### src/rtl/aes_round_sequencer.sv
// aes_round_sequencer: AES cipher round controller, Nr = 10/12/14 chosen at runtime.
// Optional per-stage ready watchdog: define AES_SEQ_WDT_EN.
module aes_round_sequencer #(
  parameter int DATA_W     = 128,
  parameter int KSEL_W     = 4,
  parameter int WDT_CYCLES = 255
) (
  input  logic                Clk,
  input  logic                Rst_n,
  input  logic                Start,
  input  logic [1:0]          KeyLen,
  input  logic [DATA_W-1:0]   PT,
  output logic [DATA_W-1:0]   CT,
  output logic                Busy,
  output logic                Ry,
  output logic                Err,
  output logic [3:0]          Stg_En,
  output logic [3:0]          Stg_Clr,
  input  logic [3:0]          Stg_Ry,
  output logic [DATA_W-1:0]   Text,
  input  logic [4*DATA_W-1:0] Stg_Text,
  output logic [KSEL_W-1:0]   KeySel
);

  typedef enum logic [2:0] {
    IDLE, ISSUE, WAIT, DONE, ERR
  } state_t;

  localparam logic [3:0] ARK = 4'b0001;
  localparam logic [3:0] SBT = 4'b0010;
  localparam logic [3:0] SHR = 4'b0100;
  localparam logic [3:0] MXC = 4'b1000;

  state_t            state;
  logic [DATA_W-1:0] work;
  logic [3:0]        cur;
  logic [3:0]        rnd;
  logic [3:0]        nr;
  logic              bad_kl;

  logic              hit;
  logic              last;
  logic [DATA_W-1:0] slice;
  logic [3:0]        nxt_cur;
  logic [3:0]        nxt_rnd;

`ifdef AES_SEQ_WDT_EN
  localparam int WDT_W =
    (WDT_CYCLES > 255) ? $clog2(WDT_CYCLES + 1) : 8;
  logic [WDT_W-1:0] cnt;
  logic             wdt_hit;
  assign wdt_hit = (cnt == WDT_W'(WDT_CYCLES - 1));
`else
  logic unused_wdt;
  assign unused_wdt = (WDT_CYCLES > 0);
`endif

  // Result mux, ready match and next-stage selection
  always_comb begin
    hit     = |(Stg_Ry & cur);
    last    = cur[0] && (rnd == nr);
    slice   = Stg_Text[DATA_W-1:0];
    nxt_cur = ARK;
    nxt_rnd = rnd;
    unique case (1'b1)
      cur[0]: begin
        slice   = Stg_Text[0 +: DATA_W];
        nxt_cur = SBT;
        nxt_rnd = rnd + 4'd1;
      end
      cur[1]: begin
        slice   = Stg_Text[DATA_W +: DATA_W];
        nxt_cur = SHR;
      end
      cur[2]: begin
        slice   = Stg_Text[2*DATA_W +: DATA_W];
        nxt_cur = (rnd == nr) ? ARK : MXC;
      end
      cur[3]: begin
        slice   = Stg_Text[3*DATA_W +: DATA_W];
        nxt_cur = ARK;
      end
      default: ;
    endcase
  end

`ifdef AES_SEQ_WDT_EN
  // Cycles elapsed since the current stage was issued
  always_ff @(posedge Clk or negedge Rst_n) begin
    if (!Rst_n) begin
      cnt <= '0;
    end else if (state == ISSUE) begin
      cnt <= WDT_W'(1);
    end else if (state == WAIT) begin
      cnt <= cnt + WDT_W'(1);
    end else begin
      cnt <= '0;
    end
  end
`endif

  // Round sequencing FSM with registered outputs
  always_ff @(posedge Clk or negedge Rst_n) begin
    if (!Rst_n) begin
      state   <= IDLE;
      work    <= '0;
      cur     <= '0;
      rnd     <= '0;
      nr      <= '0;
      bad_kl  <= 1'b0;
      CT      <= '0;
      Busy    <= 1'b0;
      Ry      <= 1'b0;
      Err     <= 1'b0;
      Stg_En  <= '0;
      Stg_Clr <= '0;
      Text    <= '0;
      KeySel  <= '0;
    end else begin
      Stg_En  <= '0;
      Stg_Clr <= '0;
      Ry      <= 1'b0;
      Err     <= bad_kl;
      bad_kl  <= 1'b0;
      unique case (state)
        IDLE: begin
          if (Busy) begin
            state  <= ISSUE;
            cur    <= ARK;
            rnd    <= '0;
            Stg_En <= ARK;
            Text   <= work;
            KeySel <= '0;
          end else if (Start) begin
            if (KeyLen == 2'd3) begin
              bad_kl <= 1'b1;
            end else begin
              work    <= PT;
              nr      <= 4'd10 + {1'b0, KeyLen, 1'b0};
              Stg_Clr <= 4'hF;
              Busy    <= 1'b1;
            end
          end
        end
        ISSUE: state <= WAIT;
        WAIT: begin
          if (hit) begin
            work <= slice;
            if (last) begin
              state <= DONE;
              CT    <= slice;
              Ry    <= 1'b1;
            end else begin
              state  <= ISSUE;
              cur    <= nxt_cur;
              rnd    <= nxt_rnd;
              Stg_En <= nxt_cur;
              Text   <= slice;
              if (nxt_cur[0]) KeySel <= KSEL_W'(nxt_rnd);
            end
          end
`ifdef AES_SEQ_WDT_EN
          else if (wdt_hit) begin
            state   <= ERR;
            Err     <= 1'b1;
            Stg_Clr <= 4'hF;
            Busy    <= 1'b0;
          end
`endif
        end
        DONE: begin
          state <= IDLE;
          Busy  <= 1'b0;
        end
        ERR: state <= IDLE;
        default: state <= IDLE;
      endcase
    end
  end

endmodule

### config.mk
export PLATFORM = sky130hd
export DESIGN_NAME = aes_round_sequencer
export DESIGN_NICKNAME = d
export VERILOG_FILES = /design/src/rtl/aes_round_sequencer.sv
export SDC_FILE = /design/constraint.sdc
export NUM_CORES = 1
export LEC_CHECK = 0
export CAP_MARGIN = 20
export CELL_PAD_IN_SITES_DETAIL_PLACEMENT = 1
export CELL_PAD_IN_SITES_GLOBAL_PLACEMENT = 2
export CORE_AREA = 2 2 361 363
export CTS_CLUSTER_DIAMETER = 40
export CTS_CLUSTER_SIZE = 20
export DETAILED_ROUTE_END_ITERATION = 8
export DIE_AREA = 0 0 363 365
export PLACE_DENSITY = 0.66
export SLEW_MARGIN = 20
export SYNTH_ARGS = -nofsm -noshare
export SYNTH_HDL_FRONTEND = slang
export SYNTH_SLANG_ARGS = --single-unit
### constraint.sdc
create_clock -name Clk -period 6.15 [get_ports Clk]
set_clock_uncertainty 0.1 [all_clocks]
set_input_delay 0.9225 -clock Clk [delete_from_list [all_inputs] [get_ports Clk]]
set_output_delay 0.9225 -clock Clk [all_outputs]
set_load 0.02 [all_outputs]
==> summary.md <==
| Metric | Value |
|---|---|
| Post-DR wirelength/cell | `23.5 µm` |
| Hold Path Class | `in2async` |
| Area delta synth->final | `65.1%` |
| Clock-pin transition on the worst setup and hold timing paths | `0.05 ns` |
| Most common cell after layout, fill and taps aside | `clkdlybuf4s50_1` |
| RSZ-0062 raised after global routing | `false` |
| Core ar. | `129000 µm²` |
| Peak VDD IR | `0.426 mV` |
| Largest net degree at the start of global routing | `141` |
| Xor and xnor area share after synthesis | `0.329%` |
| Final net count | `3897` |
| Top_reg_cell synth | `dfrtp_1` |
| Post-synthesis compound-gate area fraction | `26.6%` |
| Syn. warnings | `0` |
| Commonest cells after routing, fill and taps aside | `clkdlybuf4s50_1, dfrtp_1, a21oi_1` |
| Final Hold Viols | `0` |
| Worst r2r path cells | `8` |
| Minimum clock period | `3.47 ns` |
| Clock power share | `32.4%` |
| Setup crit start kind | `flip-flop` |
| Seq/Total Area, Yosys | `45.0%` |
| IO Port Bufs | `919` |
| Vias per inst | `4.54` |
| Max-slew headroom | `32.5%` |
| Cells after Synth | `2407` |
| Post-cts resize count | `0` |
| Post-synth EDFFs | `0` |
| Net Sw Frac | `39.0%` |
| Synthesis-stage register bit count | `410` |
| Post-Layout Inst Area | `37600 µm²` |
| Ports | `920` |
| Count of pins over their slew limit | `0` |
| Synthesized-area fraction occupied by adder cells | `0.275%` |
| RePlAce Congestion | `0.853` |
| CTS Hold Bufs | `0` |
| Power Dens Cells | `543 nW/µm²` |
| Number of antenna violations at the first check in global routing | `29` |
| Maximum achievable frequency | `288 MHz` |
| Final WS setup | `2.68 ns` |
| Mean Syn Cell Area | `9.47 µm²` |
| CTS Buf Count | `113` |
| DRC | `0` |
| Comb pwr share | `44.1%` |
| HPWL after DPL | `85300 µm` |
| Period utilization | `56.4%` |
| Multiplexer area fraction after synthesis | `12.2%` |
| First-pass GRT wire length | `168000 µm` |
| Worst skew pair latency | `0.71 ns` |
| Reg-to-reg endpoint | `Text[103]` |
| Height of the die | `365 µm` |
| CP Class | `reg2reg` |
| CP endpoint kind | `flip-flop` |
| CTS tree | `yes` |
| First-pass iteration count of the detailed router | `5` |
| Met2 WL post-DR | `55700 µm` |
| Clock tree buffer depth | `3` |
| Inst Count DP | `4803` |
| # fillers | `14.6k` |
| R2r setup slk | `2.68 ns` |
| Setup repair bufs after CTS | `0` |
| Die width | `363 µm` |
| Synth Net Count | `3061` |
| WP data required | `6.59 ns` |
| Library cells used by synthesis | `49` |
| Slew @ Worst Pin | `1.01 ns` |
| Aggregate global-route resource usage | `17.2%` |
| Flop pwr share | `23.5%` |
| Int Pwr | `0.0125 W` |
| Worst EP arrival | `3.91 ns` |
| Max Used Layer | `met5` |
| Die area | `132000 µm²` |
| Post-synth ARST share | `100%` |
| Mapped Area | `22800 µm²` |
| Largest family of logic cells by synthesized area | `compound AO/OA/AOI/OAI gates` |
| Metal1 wirelength | `50000 µm` |
| FP Rows | `132` |
| Root buffer cell | `clkbuf_16` |
| Vias in the first global route | `23.9k` |
| DP Area | `33300 µm²` |
| Sink Count | `410` |
| Final ANT Viol Nets | `0` |
| Sw power | `0.00795 W` |
| Final std cells w/o fill | `5034` |
| Leakage Power | `14.6 nW` |
| Final wirelength | `118000 µm` |
| Share of cells above drive strength 1 | `12.5%` |
| WL met3 | `8910 µm` |
| Starting density of the core | `17.7%` |
| H-tree depth | `3` |
| DP Worst Slack | `2.51 ns` |
| Maxcap violations | `0` |
| Status | `completed` |
| RR Startpoint | `state[0]` |
| Setup violators final | `0` |
| Crit Path Max Fanout | `75` |
| Post-synthesis simple-gate area fraction | `7.45%` |
| Routed via count | `22.8k` |
| TNS Setup | `0 ns` |
| Starting DRC count in detailed routing | `1204` |
| Gr ovfl total | `0` |
## cell usage after synthesis, drive strengths merged (6+ instances only)
cell      n  area, µm²
inv     135        507
a22oi   130        986
nor2    260        986
o41ai   128       1120
clkbuf  133        499
buf     104        846
mux2i   131       1310
nand2   141        529
a21oi   386       1930
o21ai     6       33.8
a31oi   257       1830
mux2    130       1460
dfrtp   410      10300
## metal layers
| metal | vias to the layer above | track usage [%] |
|---|---|---|
| met1 | 11300 | 21.3 |
| met4 | 18 | 6.98 |
| li1 | 10600 | - |
| met5 | - | 0 |
| met2 | 727 | 27.7 |
| met3 | 190 | 5.29 |
## cell type report
type	instances	area [µm²]	share of cell area, %
antenna	19	47.5	0.126
sequential	410	10300	27.3
tap	1675	2100	5.57
clock buffer	144	3110	8.28
timing repair buffer	958	9680	25.7
multi-input combinational	1624	10700	28.5
clock inverter	68	1170	3.11
inverter	136	518	1.38
## sequential cells by signal, indices dropped and copies added, names as in the netlist
register / cells
Busy: 1
CT: 128
Err: 1
KeySel: 4
Ry: 1
Stg_Clr: 1
Stg_En: 4
Text: 128
bad_kl: 1
cur: 4
nr: 3
rnd: 4
state: 2
work: 128
## kinds of logic (layout without fill, tap and decap cells)
group           Yosys count  count (layout)
fa+ha+maj                 5               5
mux                     261             261
simple gates            427             427
buf+inv                 373            1306
other cells               0              19
flops                   410             410
compound gates          925             925
xor+xnor                  6               6
## per-stage QoR
stage | hold WS, ns | util (%) | total power [W]
2_1_floorplan | 0.231 | - | 0.0100
3_3_place_gp | 0.246 | 25.9 | 0.0138
3_5_place_dp | 0.241 | 25.9 | 0.0140
4_1_cts | 0.101 | 29.2 | 0.0208
5_1_grt | 0.144 | 29.2 | 0.0217
6_report | 0.130 | 29.2 | 0.0204
## critical path, stage by stage, from the launching register on
cell	delay (ns)
dfrtp_1	0.39
inv_1	0.16
ha_4	0.53
buf_4	0.48
and3b_1	0.22
nand4_1	0.24
and3_4	0.38
buf_12	0.27
mux2i_1	0.24
## worst max-delay path by stage
| stage | start | endpoint | slack (ns) | cells past startpoint |
|---|---|---|---|---|
| 3_3_place_gp | KeyLen[0] | work[107] | 2.60 | 7 |
| 2_1_floorplan | KeyLen[0] | work[100] | 3.80 | 7 |
| 5_1_grt | state[0] | Text[112] | 2.55 | 8 |
| 4_1_cts | state[0] | Text[112] | 2.64 | 8 |
| 3_5_place_dp | KeyLen[0] | work[120] | 2.51 | 7 |
| 6_report | state[0] | Text[103] | 2.68 | 8 |
## power groups by stage
| stage | clock [W] | sequential (W) | combinational, W |
|---|---|---|---|
| floorplan | 0 | 0.00563 | 0.00438 |
| global placement | 0 | 0.00478 | 0.00902 |
| detailed placement | 0 | 0.00482 | 0.00915 |
| CTS | 0.00680 | 0.00480 | 0.00918 |
| global route | 0.00694 | 0.00497 | 0.00978 |
| finish | 0.00662 | 0.00479 | 0.00901 |
Power figures use the tool's default switching activity.
